===== src/rtl/y_pc_seq_if.sv =====
// Bundle between the program-counter sequencer and its fetch/execute environment.
// The environment (master) drives control and fetch results; the sequencer (slave) drives pc and status.
interface y_pc_seq_if;
  logic        start;
  logic        stall;
  logic [31:0] ins;
  logic [31:0] PCp4;
  logic        zero;
  logic [31:0] PCin;
  logic        running;
  logic        halted;
  logic        fault;
  logic [15:0] retired;

  modport master (
    output start, stall, ins, PCp4, zero,
    input  PCin, running, halted, fault, retired
  );

  modport slave (
    input  start, stall, ins, PCp4, zero,
    output PCin, running, halted, fault, retired
  );
endinterface


===== src/rtl/y_pc_seq.sv =====
// Program-counter sequencer: steps pc through sequential, branch and jump flow,
// retires one instruction per unstalled RUN edge, and stops on halt or watchdog expiry.
module y_pc_seq #(
  parameter logic [31:0] ENTRY   = 32'd128,
  parameter logic [15:0] MAX_INS = 16'd1000
) (
  input  logic       clk,
  input  logic       rst_n,
  y_pc_seq_if.slave  bus,
  output logic [1:0] dbg_state
);

  // Handshake: start is a one-cycle request honoured only outside RUN; stall is a
  // level-sensitive hold while in RUN. There is no ready/ack return path.
  typedef enum logic [1:0] {
    IDLE  = 2'd0,
    RUN   = 2'd1,
    HALT  = 2'd2,
    FAULT = 2'd3
  } state_t;

  state_t      state;
  logic [31:0] pc_q;
  logic [15:0] ret_q;
  logic        running_q;
  logic        halted_q;
  logic        fault_q;

  logic [5:0]  opcode;
  logic        is_jump;
  logic        is_taken;
  logic        is_halt;
  logic        wd_hit;
  logic [31:0] br_off;
  logic [31:0] next_pc;
  logic [15:0] ret_inc;

  always_comb begin
    opcode   = bus.ins[31:26];
    is_jump  = (opcode == 6'h02) || (opcode == 6'h03);
    is_taken = ((opcode == 6'h04) && bus.zero) || ((opcode == 6'h05) && !bus.zero);
    is_halt  = (bus.ins == 32'h0000000C);
    br_off   = {{14{bus.ins[15]}}, bus.ins[15:0], 2'b00};
    next_pc  = bus.PCp4;
    if (is_jump) begin
      next_pc = {bus.PCp4[31:28], bus.ins[25:0], 2'b00};
    end else if (is_taken) begin
      next_pc = bus.PCp4 + br_off;
    end
    // Saturate rather than wrap; only reachable with the watchdog disabled.
    ret_inc = (ret_q == 16'hFFFF) ? ret_q : ret_q + 16'd1;
    wd_hit  = (MAX_INS != 16'd0) && (ret_inc == MAX_INS);
  end

  always_ff @(posedge clk or negedge rst_n) begin
    if (!rst_n) begin
      state     <= IDLE;
      pc_q      <= ENTRY;
      ret_q     <= 16'd0;
      running_q <= 1'b0;
      halted_q  <= 1'b0;
      fault_q   <= 1'b0;
    end else begin
      case (state)
        IDLE, HALT, FAULT: begin
          if (bus.start) begin
            state     <= RUN;
            pc_q      <= ENTRY;
            ret_q     <= 16'd0;
            running_q <= 1'b1;
            halted_q  <= 1'b0;
            fault_q   <= 1'b0;
          end
        end
        RUN: begin
          if (!bus.stall) begin
            ret_q <= ret_inc;
            // Halt wins over the watchdog and keeps pc pointing at the halt instruction.
            if (is_halt) begin
              state     <= HALT;
              running_q <= 1'b0;
              halted_q  <= 1'b1;
            end else begin
              pc_q <= next_pc;
              if (wd_hit) begin
                state     <= FAULT;
                running_q <= 1'b0;
                fault_q   <= 1'b1;
              end
            end
          end
        end
        default: begin
          state <= IDLE;
        end
      endcase
    end
  end

  assign bus.PCin    = pc_q;
  assign bus.retired = ret_q;
  assign bus.running = running_q;
  assign bus.halted  = halted_q;
  assign bus.fault   = fault_q;
  assign dbg_state   = state;

endmodule


===== src/flat_wrapper.sv =====
// flat-port wrapper written by rule: the top's interface ports become plain ports
module y_pc_seq_flat 
#(
  parameter logic [31:0] ENTRY   = 32'd128,
  parameter logic [15:0] MAX_INS = 16'd1000
)
  (clk, rst_n, dbg_state, bus_start, bus_stall, bus_ins, bus_PCp4, bus_zero, bus_PCin, bus_running, bus_halted, bus_fault, bus_retired);
  y_pc_seq_if bus_i ();
  input  logic clk;
  input  logic rst_n;
  output logic [1:0] dbg_state;
  input wire logic [$bits(bus_i.start)-1:0] bus_start;
  input wire logic [$bits(bus_i.stall)-1:0] bus_stall;
  input wire logic [$bits(bus_i.ins)-1:0] bus_ins;
  input wire logic [$bits(bus_i.PCp4)-1:0] bus_PCp4;
  input wire logic [$bits(bus_i.zero)-1:0] bus_zero;
  output wire logic [$bits(bus_i.PCin)-1:0] bus_PCin;
  output wire logic [$bits(bus_i.running)-1:0] bus_running;
  output wire logic [$bits(bus_i.halted)-1:0] bus_halted;
  output wire logic [$bits(bus_i.fault)-1:0] bus_fault;
  output wire logic [$bits(bus_i.retired)-1:0] bus_retired;
  assign bus_i.start = bus_start;
  assign bus_i.stall = bus_stall;
  assign bus_i.ins = bus_ins;
  assign bus_i.PCp4 = bus_PCp4;
  assign bus_i.zero = bus_zero;
  assign bus_PCin = bus_i.PCin;
  assign bus_running = bus_i.running;
  assign bus_halted = bus_i.halted;
  assign bus_fault = bus_i.fault;
  assign bus_retired = bus_i.retired;
  y_pc_seq #(.ENTRY(ENTRY), .MAX_INS(MAX_INS)) u_core (.clk(clk), .rst_n(rst_n), .bus(bus_i), .dbg_state(dbg_state));
endmodule

===== config.mk =====
export PLATFORM = sky130hd
export DESIGN_NAME = y_pc_seq_flat
export DESIGN_NICKNAME = d
export VERILOG_FILES = /design/src/rtl/y_pc_seq_if.sv /design/src/rtl/y_pc_seq.sv /design/src/flat_wrapper.sv
export SDC_FILE = /design/constraint.sdc
export NUM_CORES = 1
export LEC_CHECK = 0
export CORE_ASPECT_RATIO = 1.1
export CORE_UTILIZATION = 40
export CTS_BUF_LIST = sky130_fd_sc_hd__clkbuf_4
export CTS_CLUSTER_SIZE = 16
export DETAILED_ROUTE_END_ITERATION = 6
export PLACE_DENSITY = 0.74
export SYNTH_ARGS = -nofsm -noshare
export SYNTH_HDL_FRONTEND = slang
export SYNTH_SLANG_ARGS = --single-unit

===== constraint.sdc =====
create_clock -name clk -period 2.7 [get_ports clk]
set_input_delay 0.27 -clock clk [delete_from_list [all_inputs] [get_ports clk]]
set_output_delay 0.27 -clock clk [all_outputs]
set_load 0.01 [all_outputs]

==> results.sh <==
export IMPL_run_status="completed"
export IMPL_tritoncts_num_buffers=5
export IMPL_cts_sinks=53
export IMPL_yosysSeqAreaShare_pct=30.17
export IMPL_worst_endpoint_required_ns=3.01
export IMPL_grt_max_degree=48
export IMPL_ctsRootBufferMaster="sky130_fd_sc_hd__clkbuf_4"
export IMPL_tightest_slew_ns=1.161
export IMPL_place_hpwl_um=11750
export IMPL_setup_tns_final_ns=0
export IMPL_hold_viol_final=0
export IMPL_gr_total_overflow=0
export IMPL_maxClockFrequency_mhz=393.3
export IMPL_synthDominantCellAreaShare_pct=29.57
export IMPL_antenna_found_initial=0
export IMPL_max_cap_violations=0
export IMPL_avgRoutedWirePerCell_um=17.04
export IMPL_dp_worst_setup_slack_ns=-0.4897
export IMPL_row_count=39
export IMPL_register_area_sq_um=1329
export IMPL_drt_iter0_drc=228
export IMPL_postSynth_asyncResetShare_pct=100.0
export IMPL_synth_ff_type="sky130_fd_sc_hd__dfrtp_1"
export IMPL_final_setup_skew_ns=0.01310
export IMPL_power_density_nw_per_um2=372.7
export IMPL_core_area_sq_um=10540
export IMPL_layout_drive_gt1_share_pct=15.24
export IMPL_synthTopCellsByArea="sky130_fd_sc_hd__dfrtp_1 30%, sky130_fd_sc_hd__ha_1 8.5%, sky130_fd_sc_hd__o21ai_0 6.3%"
export IMPL_path_class="in2reg"
export IMPL_syn_num_nets=641
export IMPL_crit_path_start_kind="primary input"
export IMPL_yosysUniqueCellTypes=69
export IMPL_ys_ff_latch=53
export IMPL_boundaryPins=122
export IMPL_critical_path_arrival_ns=2.85
export IMPL_portBuffers=121
export IMPL_final_common_cell="sky130_fd_sc_hd__clkdlybuf4s50_1"
export IMPL_mappedNetlistArea_sq_um=4400
export IMPL_syn_inst=541
export IMPL_largest_buffer_count_on_any_clock_path=2
export IMPL_detail_route_first_pass_iterations=4
export IMPL_yosys_area_top_type="sky130_fd_sc_hd__dfrtp_1"
export IMPL_critical_path_startpoint="bus_PCp4[7]"
export IMPL_post_dp_cell_area_sq_um=6270
export IMPL_finalSetupViolCount=0
export IMPL_insertion_delay_to_the_later_sink_of_the_worst_skew_pair_ns=0.39
export IMPL_finalWirelength_um=14750
export IMPL_initial_core_util_pct=41.75
export IMPL_die_width_um=102.0
export IMPL_multi_input_area_sq_um=2952
export IMPL_detail_route_vias_per_cell=5.697
export IMPL_relSlewSlack_pct=22.31
export IMPL_tritoncts_clock_tree="built"
export IMPL_grt_pass1_wl_um=24050
export IMPL_cts_max_level=2
export IMPL_worst_hold_slack_ns=0.2729
export IMPL_power_leakage_nw=2.777
export IMPL_die_h_um=112.0
export IMPL_critPathCaptureType="flop"
export IMPL_reg_to_reg_start="u_core.bus.retired[0]$_DFFE_PN0P_"
export IMPL_full_die_area_sq_um=11430
export IMPL_route_antenna_remaining_nets=0
export IMPL_number_of_fill_cells_in_the_layout=961
export IMPL_post_synthesis_to_final_layout_area_growth_pct=45.07
export IMPL_final_cell_mix="116 x sky130_fd_sc_hd__clkdlybuf4s50_1, 74 x sky130_fd_sc_hd__buf_4, 67 x sky130_fd_sc_hd__nand2_1, 55 x sky130_fd_sc_hd__o21ai_0, 51 x sky130_fd_sc_hd__dfrtp_1"
export IMPL_final_critical_path_setup_slack_ns=0.1572
export IMPL_yosys_warnings=0
export IMPL_avgSynthCellArea_sq_um=8.134
export IMPL_fin_nets=821
export IMPL_synth_enable_flop_cells=0
export IMPL_final_min_clock_period_ns=2.543
export IMPL_clkSlewWorstSetupHoldPaths_ns=0.18
export IMPL_finalInstanceArea_sq_um=6384
export IMPL_rsz0062_at_grt="no"
export IMPL_vdd_ir_drop_max_v=0.0001993
export IMPL_routability_congestion_estimate=0.9596
export IMPL_crit_path_max_fanout=4
export IMPL_detail_route_drc_violations=0
export IMPL_gr_usage_all_layers_pct=26.90
export IMPL_number_of_global_route_vias_before_repair=4928
export IMPL_detailroute_via_count=4934
export IMPL_tightest_hold_check_type="in2async"
export IMPL_fin_crit_sh_pct=94.18
export IMPL_timing_max_transition_violations_final=0
## final timing paths
path,to,slack (ns),cells after the start
setup reg to reg,u_core.bus.running$_DFFE_PN0P_,0.26,8
setup / recovery,u_core.bus.PCin[31]$_DFFE_PN0P_,0.16,12
min in group clk,u_core.bus.PCin[2]$_DFFE_PN0P_,0.40,4
max in group asynchronous,u_core.bus.PCin[7]$_DFFE_PN1P_,1.74,3
hold / removal,u_core.bus.PCin[2]$_DFFE_PN0P_,0.27,2
hold reg to reg,u_core.bus.running$_DFFE_PN0P_,0.50,1
## through the flow
step	power, mW	util, %	std cells
6_report	2.379	60.57	866
5_1_grt	2.529	60.54	865
2_1_floorplan	1.444	-	541
3_5_place_dp	1.974	59.48	854
3_3_place_gp	1.955	59.48	854
4_1_cts	2.386	60.30	864
## timing repair
| item | CTS | global route |
|---|---|---|
| setup buffers | 1 | 1 |
| resized for setup | 2 | 7 |
| hold buffers | 1 | 0 |
| endpoints found under the hold margin | 11 | 0 |
| cloned | 0 | 0 |
| setup endpoints to repair | 2 | 13 |
| pin swaps | 4 | 9 |
## final cells by class
cell class / instances / share of cell area (%)
diodes: 1 / 0.03920
clock buffers: 5 / 0.5880
clock inverters: 3 / 0.3920
inverters: 10 / 0.5880
multi-input cells: 453 / 46.24
flip-flops and latches: 53 / 20.82
well taps: 143 / 2.803
repair buffers: 198 / 28.54
## kinds of logic (layout without fill, tap and decap cells)
family          count (synthesis)  after routing  synth area share, %
compound gates                206            206                30.14
xor+xnor                       27             27                5.374
fa+ha+maj                      31             31                8.985
buf+inv                        35            216                3.042
flops                          53             53                30.17
mux                             9              9                2.161
other cells                     0              1                    0
simple gates                  180            180                20.13
## metal layers
| layer | vias to the layer above | track usage, % | wire length, um |
|---|---|---|---|
| li1 | 2387 | - | - |
| met3 | 28 | 3.327 | 863 |
| met1 | 2321 | 35.37 | 6453 |
| met2 | 198 | 45.46 | 7075 |
| met5 | - | 0 | 0 |
| met4 | 0 | 8.381 | 362 |
## Yosys cell counts, types with 4 or more instances
cell and n:
sky130_fd_sc_hd__nand2_1 67, sky130_fd_sc_hd__o211ai_1 13, sky130_fd_sc_hd__a22o_1 5, sky130_fd_sc_hd__inv_1 10
sky130_fd_sc_hd__mux2i_1 5, sky130_fd_sc_hd__o21a_1 9, sky130_fd_sc_hd__xor2_1 12, sky130_fd_sc_hd__nand4_1 4
sky130_fd_sc_hd__ha_1 30, sky130_fd_sc_hd__nor2_1 32, sky130_fd_sc_hd__o21ai_0 55, sky130_fd_sc_hd__dfrtp_1 52
sky130_fd_sc_hd__a21o_1 13, sky130_fd_sc_hd__a31oi_1 11, sky130_fd_sc_hd__o31ai_1 4, sky130_fd_sc_hd__a32oi_1 4
sky130_fd_sc_hd__xnor2_1 15, sky130_fd_sc_hd__a21oi_1 47, sky130_fd_sc_hd__nand2b_1 4, sky130_fd_sc_hd__nand3_1 18
sky130_fd_sc_hd__o21ai_1 11, sky130_fd_sc_hd__nor3_1 12, sky130_fd_sc_hd__clkbuf_1 22, sky130_fd_sc_hd__and3_1 7
sky130_fd_sc_hd__nor4_1 11
## registers in the layout, summed over array words and instances (netlist names)
register / cells
u_core.bus.PCin: 32
u_core.bus.fault: 1
u_core.bus.halted: 1
u_core.bus.retired: 16
u_core.bus.running: 1
u_core.dbg_state: 2
## critical path: stages
cell and delay, ns:
sky130_fd_sc_hd__clkdlybuf4s50_1 0.49, sky130_fd_sc_hd__ha_1 0.35, sky130_fd_sc_hd__nor3_1 0.31, sky130_fd_sc_hd__o21ai_1 0.14, sky130_fd_sc_hd__o21a_1 0.13, sky130_fd_sc_hd__nand4_1 0.13, sky130_fd_sc_hd__a21oi_2 0.09, sky130_fd_sc_hd__o2111ai_2 0.27
sky130_fd_sc_hd__a31oi_1 0.16, sky130_fd_sc_hd__o2111ai_1 0.24, sky130_fd_sc_hd__o2111a_1 0.21, sky130_fd_sc_hd__nand2_1 0.05
## power breakdown
part | total, mW | switching (mW) | leakage, nW | internal [mW]
combinational | 1.02 | 0.475 | 2.08 | 0.547
sequential | 0.953 | 0.0808 | 0.662 | 0.872
clock | 0.405 | 0.298 | 0.0318 | 0.107
Power figures use the tool's default switching activity.
